## src/rtl/arm_pipe_pkg.sv

```systemverilog
// Shared widths, bundle field offsets and occupancy encoding for the ARM pipeline stage registers.
package arm_pipe_pkg;

    localparam int unsigned IF_ID_CTRL_W  = 1;
    localparam int unsigned IF_ID_DATA_W  = 64;
    localparam int unsigned ID_EX_CTRL_W  = 9;
    localparam int unsigned ID_EX_DATA_W  = 144;
    localparam int unsigned EX_MEM_CTRL_W = 3;
    localparam int unsigned EX_MEM_DATA_W = 68;
    localparam int unsigned MEM_WB_CTRL_W = 2;
    localparam int unsigned MEM_WB_DATA_W = 68;

    // ID/EX control bundle bit positions
    localparam int unsigned CTRL_EXE_CMD_LSB = 0;
    localparam int unsigned CTRL_S           = 4;
    localparam int unsigned CTRL_B           = 5;
    localparam int unsigned CTRL_MEM_W_EN    = 6;
    localparam int unsigned CTRL_MEM_R_EN    = 7;
    localparam int unsigned CTRL_WB_EN       = 8;

    // ID/EX data bundle LSB positions; bits [143:141] are spare
    localparam int unsigned DATA_SR_LSB      = 0;
    localparam int unsigned DATA_DEST_LSB    = 4;
    localparam int unsigned DATA_SIMM24_LSB  = 8;
    localparam int unsigned DATA_SHIFT_LSB   = 32;
    localparam int unsigned DATA_IMM         = 44;
    localparam int unsigned DATA_VAL_RM_LSB  = 45;
    localparam int unsigned DATA_VAL_RN_LSB  = 77;
    localparam int unsigned DATA_PC_LSB      = 109;

    // Encoding doubles as the occupancy count
    localparam logic [1:0] ST_EMPTY = 2'd0;
    localparam logic [1:0] ST_ONE   = 2'd1;
    localparam logic [1:0] ST_FULL  = 2'd2;

endpackage

```

## src/rtl/arm_pipe_entry.sv

```systemverilog
// One storage slot of the stage register: valid flag plus control and data bundles.
module arm_pipe_entry #(
    parameter int unsigned CTRL_W     = 9,
    parameter int unsigned DATA_W     = 144,
    parameter bit          CLEAR_DATA = 1'b0
) (
    input  logic              clk,
    input  logic              rst_n,
    input  logic              kill,
    input  logic              load,
    input  logic              drop,
    input  logic [CTRL_W-1:0] in_ctrl,
    input  logic [DATA_W-1:0] in_data,
    output logic              valid,
    output logic [CTRL_W-1:0] ctrl,
    output logic [DATA_W-1:0] data
);

    // kill beats load beats drop; drop only invalidates, payload is left as is
    always_ff @(posedge clk or negedge rst_n) begin
        if (!rst_n) begin
            valid <= 1'b0;
            ctrl  <= '0;
            data  <= '0;
        end else if (kill) begin
            valid <= 1'b0;
            ctrl  <= '0;
            if (CLEAR_DATA) begin
                data <= '0;
            end
        end else if (load) begin
            valid <= 1'b1;
            ctrl  <= in_ctrl;
            data  <= in_data;
        end else if (drop) begin
            valid <= 1'b0;
        end
    end

endmodule

```

## src/rtl/arm_pipe_stage_reg.sv

```systemverilog
// Elastic pipeline stage register with a 2-entry skid buffer and synchronous flush.
module arm_pipe_stage_reg
    import arm_pipe_pkg::*;
#(
    parameter int unsigned CTRL_W     = ID_EX_CTRL_W,
    parameter int unsigned DATA_W     = ID_EX_DATA_W,
    parameter bit          CLEAR_DATA = 1'b0
) (
    input  logic              clk,
    input  logic              rst_n,
    input  logic              flush,
    input  logic              in_valid,
    output logic              in_ready,
    input  logic [CTRL_W-1:0] in_ctrl,
    input  logic [DATA_W-1:0] in_data,
    output logic              out_valid,
    input  logic              out_ready,
    output logic [CTRL_W-1:0] out_ctrl,
    output logic [DATA_W-1:0] out_data,
    output logic [1:0]        level,
    output logic              flush_kill
);

    logic              main_valid, skid_valid;
    logic [CTRL_W-1:0] main_ctrl, skid_ctrl, main_src_ctrl;
    logic [DATA_W-1:0] main_data, skid_data, main_src_data;
    logic              acc, pop;
    logic              main_load, main_drop, skid_load, skid_drop;
    logic [1:0]        state_q, state_d;
    logic              flush_kill_d;

    // skid_valid is a flop, so out_ready never reaches in_ready combinationally
    assign in_ready  = ~skid_valid;
    assign acc       = in_valid & in_ready;
    assign pop       = main_valid & out_ready;

    assign main_load = (skid_valid & pop) | (acc & (~main_valid | pop));
    assign main_drop = pop;
    assign skid_load = acc & main_valid & ~pop;
    assign skid_drop = skid_valid & pop;

    assign main_src_ctrl = skid_valid ? skid_ctrl : in_ctrl;
    assign main_src_data = skid_valid ? skid_data : in_data;

    arm_pipe_entry #(
        .CTRL_W     (CTRL_W),
        .DATA_W     (DATA_W),
        .CLEAR_DATA (CLEAR_DATA)
    ) u_main (
        .clk     (clk),
        .rst_n   (rst_n),
        .kill    (flush),
        .load    (main_load),
        .drop    (main_drop),
        .in_ctrl (main_src_ctrl),
        .in_data (main_src_data),
        .valid   (main_valid),
        .ctrl    (main_ctrl),
        .data    (main_data)
    );

    arm_pipe_entry #(
        .CTRL_W     (CTRL_W),
        .DATA_W     (DATA_W),
        .CLEAR_DATA (CLEAR_DATA)
    ) u_skid (
        .clk     (clk),
        .rst_n   (rst_n),
        .kill    (flush),
        .load    (skid_load),
        .drop    (skid_drop),
        .in_ctrl (in_ctrl),
        .in_data (in_data),
        .valid   (skid_valid),
        .ctrl    (skid_ctrl),
        .data    (skid_data)
    );

    always_comb begin
        state_d = state_q;
        if (flush) begin
            state_d = ST_EMPTY;
        end else begin
            unique case (state_q)
                ST_EMPTY: if (acc) state_d = ST_ONE;
                ST_ONE: begin
                    if (acc && !pop) begin
                        state_d = ST_FULL;
                    end else if (!acc && pop) begin
                        state_d = ST_EMPTY;
                    end
                end
                ST_FULL:  if (pop) state_d = ST_ONE;
                default:  state_d = ST_EMPTY;
            endcase
        end
    end

    // A lone main entry popped during the flush was delivered, not killed
    assign flush_kill_d = flush & (skid_valid | in_valid | (main_valid & ~pop));

    always_ff @(posedge clk or negedge rst_n) begin
        if (!rst_n) begin
            state_q    <= ST_EMPTY;
            flush_kill <= 1'b0;
        end else begin
            state_q    <= state_d;
            flush_kill <= flush_kill_d;
        end
    end

    assign level     = state_q;
    assign out_valid = main_valid;
    assign out_ctrl  = main_valid ? main_ctrl : '0;
    assign out_data  = main_data;

endmodule

```

## config.mk

```make
export PLATFORM = sky130hd
export DESIGN_NAME = arm_pipe_stage_reg
export DESIGN_NICKNAME = d
export VERILOG_FILES = /design/src/rtl/arm_pipe_pkg.sv /design/src/rtl/arm_pipe_entry.sv /design/src/rtl/arm_pipe_stage_reg.sv
export SDC_FILE = /design/constraint.sdc
export NUM_CORES = 1
export LEC_CHECK = 0
export CAP_MARGIN = 40
export CORE_AREA = 5 5 181 270
export CTS_CLUSTER_SIZE = 24
export DETAILED_ROUTE_END_ITERATION = 12
export DIE_AREA = 0 0 186 275
export RECOVER_POWER = 50
export SLEW_MARGIN = 20
export SYNTH_ARGS = -nofsm -noshare
export SYNTH_HDL_FRONTEND = slang
export SYNTH_SLANG_ARGS = --single-unit
```

## constraint.sdc

```tcl
create_clock -name clk -period 4.6 [get_ports clk]
set_clock_uncertainty 0.05 [all_clocks]
set_input_delay 1.38 -clock clk [delete_from_list [all_inputs] [get_ports clk]]
set_output_delay 1.38 -clock clk [all_outputs]
set_load 0.01 [all_outputs]
```

======== Word-level counts from Yosys, hierarchy flattened ========
Cells that the tools add are included.
storage, ports and cells
  bits in writable memories ............... 0
  memories ................................ 0
  output and inout port bits .............. 158
  flip-flop bits (word level) ............. 311
  word-level logic and storage cells ...... 60
  bits in read-only memories .............. 0
  bits in latches ......................... 0
operators by class
  add/sub/neg operators ................... 0
  reduce and logical (&&, ||, !) cells .... 12
  eq/ne operators ......................... 5
  multiplexer cells ....................... 19
  bitwise operators ....................... 16
  shift operators ......................... 0
  div/mod/pow operators ................... 0
  order comparisons ....................... 0
  multiply operators ...................... 0
operators with widths
  cell                                           number
  two-way mux 144 bit                            1
  two-way mux 9 bit                              6
  two-way mux 2 bit                              5
  bitwise AND 1 bit                              8
  two-way mux 1 bit                              6
  != test 3 bit, second input constant           2
  case mux 2 bit (3 select lines)                1
  nonzero test 3 bit                             2
  != test 4 bit, second input constant           1
  inverter 1 bit                                 4
  bitwise OR 1 bit                               4
  AND reduction 2 bit                            2
  nonzero test 2 bit                             2
  AND reduction 3 bit                            1
  == test 2 x 1 -> 1 bit, second input constant  1
  == test 2 bit, second input constant           1
  logical AND 1 bit                              2
  zero test 1 bit                                2
  zero test 2 bit                                1

======== Depth between registers and ports, before layout ========
Gate-level depths: netlist of run 1.
  depth in word-level cells ............... 8
  mapped depth ............................ 7

======== By module ========
Synthesis of run 1 repeated with hierarchy kept, for this count alone.
second synthesis, totals
  cell total of the unflattened synthesis .. 880
  area, all modules ....................... 14,490.1 um^2
by module, submodules not included
  module              seq. area each (um^2)  times used  cells an instance  area an instance (um^2)
  arm_pipe_entry      3,853.7                2           338                5,980.7
  arm_pipe_stage_reg  75.1                   1           204                2,528.7

======== Worst setup path before layout of run 1 ========
No wires, ideal clock.
  kind .................................... input port to flip-flop
  start ................................... in flush
  end ..................................... reg u_skid.data[82]
  setup slack ............................. 1.800 ns
  data required time ...................... 4.422 ns
  arrival ................................. 2.623 ns
  cell stages on the path ................. 5
  cell sequence ........................... clkbuf_1 nor3_2 buf_4 buf_2 mux2_1
on the way
  longest elaborated chain between the ends .. 2
ends and longest elaborated chain
  what                           RTL line                  text
  from (decl)                    arm_pipe_stage_reg.sv:11  input logic flush,
  inverter 1 bit (no line)       --
  AND reduction 2 bit (no line)  --
  to (signal assigned)           arm_pipe_entry.sv:34      data <= in_data;
  to (decl)                      arm_pipe_entry.sv:16      output logic [DATA_W-1:0] data
No other way between the ends.
A chain may end at the register's enable or synchronous reset.

======== Final worst setup path of run 1 ========
  start ................................... in out_ready
  end ..................................... reg u_skid.data[85]
on the way
  longest elaborated chain between the ends .. 4
ends and longest elaborated chain
  what                           RTL line                  text
  from (decl)                    arm_pipe_stage_reg.sv:17  input logic out_ready,
  bitwise AND 1 bit              arm_pipe_stage_reg.sv:35  assign pop = main_valid & out_ready;
  inverter 1 bit                 arm_pipe_stage_reg.sv:39  assign skid_load = acc & main_valid & ~pop;
  bitwise AND 1 bit              arm_pipe_stage_reg.sv:39
  AND reduction 2 bit (no line)  --
No other way between the ends.

==> results of run 1 <==
path summary, 6_finish.rpt:
check,from,to,slack (ns),cells past startpoint
max,out_ready,u_skid.data[85],0.87,5
min,u_skid.data[44],u_skid.data[44],0.43,1
max reg2reg,u_skid.valid,u_skid.data[85],1.63,4
min reg2reg,u_skid.data[44],u_skid.data[44],0.43,1
max in group asynchronous,rst_n,u_skid.data[120],1.30,2
min in group asynchronous,rst_n,u_main.data[104],1.60,1
placed cells by master (no fill, tap or decap), types with 9 or more instances in the layout:
cell type | Yosys | final
sky130_fd_sc_hd__clkbuf_1 | 13 | 13
sky130_fd_sc_hd__a22o_1 | 9 | 9
sky130_fd_sc_hd__o2bb2ai_1 | 9 | 9
sky130_fd_sc_hd__mux2_4 | 61 | 60
sky130_fd_sc_hd__clkbuf_16 | 0 | 36
sky130_fd_sc_hd__mux2_2 | 311 | 311
sky130_fd_sc_hd__clkdlybuf4s50_1 | 0 | 260
sky130_fd_sc_hd__mux2i_1 | 9 | 9
sky130_fd_sc_hd__dfrtp_1 | 311 | 310
sky130_fd_sc_hd__mux2_1 | 61 | 62
sky130_fd_sc_hd__and2_1 | 10 | 9
sky130_fd_sc_hd__dlygate4sd3_1 | 0 | 54
per-layer routing:
| metal | up-vias | part of all wire (%) | routed length, µm |
|---|---|---|---|
| met2 | 205 | 55 | 19500 |
| met3 | 62 | 5.4 | 1920 |
| met4 | 0 | 3.6 | 1290 |
| met5 | - | 0 | 0 |
| li1 | 3753 | - | - |
| met1 | 4256 | 36 | 12800 |
where the power goes:
| part | leakage (µW) | switching (µW) | total, µW | internal (µW) |
|---|---|---|---|---|
| clock | 0.000582 | 1140 | 2860 | 1710 |
| combinational | 0.00340 | 718 | 1970 | 1250 |
| sequential | 0.00379 | 332 | 3730 | 3400 |
| total | 0.00778 | 2190 | 8560 | 6360 |
layout make-up:
type | instances | area [µm²] | share of cell area (%)
Sequential cell | 311 | 7790 | 41.7
Multi-Input combinational cell | 491 | 5550 | 29.7
Timing Repair Buffer | 335 | 3380 | 18.1
Clock buffer | 50 | 1010 | 5.43
Tap cell | 594 | 743 | 3.98
Clock inverter | 14 | 166 | 0.892
Antenna cell | 4 | 10.0 | 0.0536
Inverter | 2 | 7.51 | 0.0402
registers in the layout (all words and copies together) (netlist names):
register	count
flush_kill	1
u_main.data	144
u_skid.valid	1
u_main.valid	1
level	2
u_main.ctrl	9
u_skid.ctrl	9
u_skid.data	144
cell families (layout without fill, tap and decap cells):
kind of cell / Yosys count / in the layout / share of synthesized area, %
muxes: 442 / 442 / 38.0
DFF: 311 / 311 / 57.0
buffers and inverters: 54 / 401 / 2.34
AOI/OAI and AO/OA: 27 / 27 / 1.53
and+or+nand+nor: 22 / 22 / 1.08
other: 0 / 4 / 0
per-stage QoR:
step                total power (µW)  setup WS (ns)  std cells  instance area (µm²)
CTS                             8770           1.14       1797                18700
detailed placement              5840          0.936       1733                17500
global placement                5750          0.967       1729                17500
global route                    8990          0.768       1801                18700
floorplan                       4710           1.80        856                13700
finish                          8560          0.871       1801                18700
worst register-to-register path, cell delays in order (launching register included):
cell and delay, ns:
sky130_fd_sc_hd__dfrtp_4 0.66, sky130_fd_sc_hd__nand2b_1 0.28, sky130_fd_sc_hd__nor3_1 0.94, sky130_fd_sc_hd__buf_12 0.40, sky130_fd_sc_hd__mux2_2 0.52
==> impl_metrics.json, run 1 <==
{
  "status": "complete, but fails checks",
  "failing_checks": "max-capacitance violations, max-slew violations",
  "power_per_cell_area_mw_per_mm2": 459,
  "synth_edf_count": 0,
  "postCtsHoldBufs": 0,
  "initial_core_util_pct": 29.4,
  "critical-path-top-delay-family": "simple AND/OR/NAND/NOR gates",
  "core_util_final_pct": 40.2,
  "maximum_vdd_ir_drop_mv": 0.275,
  "fraction_of_final_layout_cells_with_drive_strength_greater_than_1_pct": 37.0,
  "critPathKind": "input port to register",
  "number_of_antenna_violations_at_the_first_check_in_global_routing": 4,
  "maxClockFrequency_mhz": 268,
  "period_needed_ns": 3.73,
  "ctsLongestPathBuffers": 3,
  "maxSlewHeadroom_pct": -70.2,
  "mappedNetlistNets": 1014,
  "globalRoute.totalOverflow": 0,
  "rsz0062_at_grt": "no",
  "postSynthAreaPerCell_um2": 15.9,
  "slew_viol_final": 93,
  "yosysSeqAreaShare_pct": 57.0,
  "grt_most_used_layer": "met2",
  "dominantRegCellSynth": "sky130_fd_sc_hd__dfrtp_1",
  "cts.root.buffer_cell": "sky130_fd_sc_hd__clkbuf_16",
  "critical_path.startpoint_type": "input port",
  "synthDominantCellAreaShare_pct": 57.0,
  "gr-usage-met1_pct": 14.4,
  "number_of_buffers_added_on_ports": 315,
  "worst_path_max_delay_cell": "sky130_fd_sc_hd__nor3_1",
  "drc": 0,
  "drv.max_cap_violation_count": 1,
  "dr.first_iter.drc_count": 188,
  "final.fill_count": 4355,
  "hold_viol_final": 0,
  "hpwlAfterDp_um": 24400,
  "grt_max_degree": 95,
  "synth_cell_types": 26,
  "critPathBufInv": 2,
  "cts_tree": "yes",
  "routed-via-count": 8276,
  "clock_latency_ns": 0.52,
  "leakagePower_uw": 0.00778,
  "layout-area-overhead-vs-synth_pct": 36.7,
  "synth.cell_area_mm2": 0.0137,
  "cp_cell_sequence": "dlygate4sd3_1 > nand2b_1 > nor3_1 > buf_12 > mux2_2",
  "setup_viol_count_final": 0,
  "hold_path_class": "register to register",
  "post_cts.resized_instances": 0,
  "firstDrtPassIters": 4,
  "critical_path_peak_fanout": 66,
  "first_global_vias": 9203,
  "antenna_left": 0,
  "die_height_um": 275,
  "io-pin-count": 316,
  "die_area_mm2": 0.0512,
  "grt_first_pass_wirelength_um": 54000,
  "die_w_um": 186,
  "yosysTopAreaCell": "sky130_fd_sc_hd__dfrtp_1",
  "vias_per_cell": 4.60,
  "commonest_cells_in_the_netlist": "sky130_fd_sc_hd__dfrtp_1, sky130_fd_sc_hd__mux2_2, sky130_fd_sc_hd__mux2_1, sky130_fd_sc_hd__mux2_4, sky130_fd_sc_hd__buf_2",
  "placementRows": 97,
  "number_of_clock_sinks_seen_by_cts": 311,
  "grtUsageMet2_pct": 25.1,
  "post_synthesis_cell_count": 856,
  "nets": 1334,
  "data_arrival_time_of_the_critical_path_ns": 4.08,
  "cts-buffers-inserted": 35,
  "grt_util_met3_pct": 3.12,
  "cts.repair_timing.setup_buffer_count": 0,
  "routed_wire_length_per_instance_um": 19.7,
  "post_synth_main_area_contributors": "sky130_fd_sc_hd__dfrtp_1, sky130_fd_sc_hd__mux2_2, sky130_fd_sc_hd__mux2_4",
  "drt_wirelength_um": 35500,
  "synth.yosys.warnings": 0,
  "fin_hold_ws_ns": 0.429,
  "worst_path_largest_cell_delay_ns": 0.99,
  "ys_seq_elements": 311,
  "measured_slew_at_the_worst_slew_check_pin_ns": 2.55,
  "cts.reportedPaths.clkPinSlew_ns": 0.06,
  "fin_crit_sh_pct": 81.1,
  "timing.setup.tns_ns": 0,
  "worst_ep_required_time_ns": 4.95,
  "finalWeightedCongestion": 0.754,
  "fp.coreArea_mm2": 0.0464,
  "ys_async_sr_fraction_pct": 100,
  "h-tree-depth": 2,
  "critPathCaptureType": "register",
  "grt.total_usage_pct": 13.5
}
Note: power is estimated with default switching activity, not from simulation.
==> inputs of run 2 (changes only) <==
==> constraint.sdc (replaced) <==
create_clock -name clk -period 3.6 [get_ports clk]
set_clock_uncertainty 0.05 [all_clocks]
set_input_delay 1.08 -clock clk [delete_from_list [all_inputs] [get_ports clk]]
set_output_delay 1.08 -clock clk [all_outputs]
set_load 0.01 [all_outputs]
==> impl_metrics.json, run 2 (same netlist as run 1, synthesis figures left out) <==
{
  "fin_crit_sh_pct": 90.3,
  "dr.first_iter.drc_count": 221,
  "worst_ep_required_time_ns": 3.94,
  "routed-wl-met2_um": 19000,
  "fin_area_mm2": 0.0187,
  "maxSlewHeadroom_pct": -11.4,
  "worst_path_max_delay_cell": "sky130_fd_sc_hd__clkbuf_2",
  "drc": 0,
  "slew_viol_final": 120,
  "setup_viol_count_final": 0,
  "postCtsHoldBufs": 0,
  "ctsLongestPathBuffers": 3,
  "route.met3.wl_um": 1900,
  "wirelength_met1_um": 13700,
  "placementRows": 97,
  "die_height_um": 275,
  "die_area_mm2": 0.0512,
  "fp.coreArea_mm2": 0.0464,
  "first_global_vias": 9031,
  "power.combinational.fraction_pct": 23.3,
  "grt_first_pass_wirelength_um": 54000,
  "pwr-share-clk_pct": 32.8,
  "cts.reportedPaths.clkPinSlew_ns": 0.06,
  "rsz0062_at_grt": "no",
  "period_needed_ns": 3.25,
  "measured_slew_at_the_worst_slew_check_pin_ns": 1.67,
  "globalRoute.totalOverflow": 0,
  "initial_core_util_pct": 29.4,
  "cts.repair_timing.setup_buffer_count": 0,
  "number_of_antenna_violations_at_the_first_check_in_global_routing": 3,
  "grt_max_degree": 86,
  "h-tree-depth": 2,
  "critical_path.startpoint_type": "input port",
  "routed_wire_length_per_instance_um": 19.7,
  "switching_power_uw": 2780,
  "critPathBufInv": 3,
  "reg2reg_slack_ns": 0.53,
  "cts_tree": "yes",
  "critical_path_peak_fanout": 28,
  "power_per_cell_area_mw_per_mm2": 582,
  "layout-area-overhead-vs-synth_pct": 36.8,
  "firstDrtPassIters": 5,
  "min_from": "u_main.ctrl[5]",
  "die_w_um": 186,
  "clock_latency_ns": 0.51,
  "timing.critical_path.from": "flush",
  "fraction_of_final_layout_cells_with_drive_strength_greater_than_1_pct": 36.3,
  "number_of_buffers_added_on_ports": 315,
  "drt_wirelength_um": 35600,
  "number_of_clock_sinks_seen_by_cts": 311,
  "worstReg2RegStart": "u_skid.valid",
  "data_arrival_time_of_the_critical_path_ns": 3.59,
  "cts-buffers-inserted": 35,
  "io-pin-count": 316,
  "power.share.switching_pct": 25.5,
  "hpwlAfterDp_um": 25100,
  "nets": 1345,
  "cts.root.buffer_cell": "sky130_fd_sc_hd__clkbuf_16",
  "mostFrequentLayoutCells": "sky130_fd_sc_hd__mux2_2, sky130_fd_sc_hd__dfrtp_1, sky130_fd_sc_hd__clkdlybuf4s50_1, sky130_fd_sc_hd__mux2_1, sky130_fd_sc_hd__mux2_4",
  "post_cts.resized_instances": 0,
  "drv.max_cap_violation_count": 4,
  "critPathCaptureType": "register",
  "finalWeightedCongestion": 0.765,
  "maximum_vdd_ir_drop_mv": 0.386,
  "intPower_uw": 8100,
  "hold_viol_final": 0,
  "vias_per_cell": 4.56,
  "hold_path_class": "register to register",
  "top_layer_used": "met4",
  "antenna_left": 0,
  "worst_path_largest_cell_delay_ns": 0.81,
  "grt.total_usage_pct": 13.5,
  "failing_checks": "max-capacitance violations, max-slew violations",
  "maxClockFrequency_mhz": 308,
  "cp_cell_sequence": "dlygate4sd3_1 > nor3_1 > clkbuf_2 > buf_12 > mux2_2",
  "critical-path-top-delay-family": "buffers and inverters",
  "final_common_cell": "sky130_fd_sc_hd__mux2_2",
  "status": "complete, but fails checks",
  "p_seq_share_pct": 43.9,
  "leakagePower_uw": 0.00775,
  "timing.setup.tns_ns": 0,
  "critPathKind": "input port to register",
  "placed_area_mm2": 0.0177,
  "layout_top_registers": "u_main.data x144, u_skid.data x144",
  "routed-via-count": 8251
}
## run 2: power by group through the flow
stage	clock network, µW	logic (µW)	registers [µW]
finish	3570	2540	4770
floorplan	0	1120	4900
CTS	3710	2640	4780
global placement	0	2570	4800
detailed placement	0	2640	4830
global route	3830	2730	4870
## run 2: worst paths after layout
path                                    endpoint  cells past startpoint
worst max-delay path            u_skid.data[121]                      5
worst min-delay path              u_main.ctrl[5]                      1
worst max register to register  u_main.data[129]                      4
worst min register to register    u_main.ctrl[5]                      1
max in group asynchronous        u_skid.data[19]                      2
min in group asynchronous       u_skid.data[104]                      1
## run 2: through the flow
stage	util, %	std cells	setup WS [ns]	hold slack [ns]	power, µW
after floorplan	-	856	1.10	0.398	6020
after global placement	38.0	1741	0.407	0.411	7380
after detailed placement	38.1	1744	0.357	0.416	7470
after CTS	40.6	1805	0.385	0.435	11100
after global routing	40.3	1808	0.200	0.441	11400
final	40.3	1808	0.349	0.430	10900
## run 2: area by class of cell
class | count | area (µm²)
sequential | 311 | 7790
inverter | 2 | 7.51
antenna | 3 | 7.51
clock inverter | 8 | 101
multi-input combinational | 491 | 5540
tap | 594 | 743
timing repair buffer | 346 | 3460
clock buffer | 53 | 1040
fill | 4342 | 27700
## run 2: routing by layer
| metal | vias to the layer above | GRT usage [%] |
|---|---|---|
| met5 | - | 0 |
| met4 | 0 | 5.18 |
| met3 | 57 | 2.99 |
| met2 | 196 | 24.1 |
| met1 | 4249 | 15.6 |
| li1 | 3749 | - |
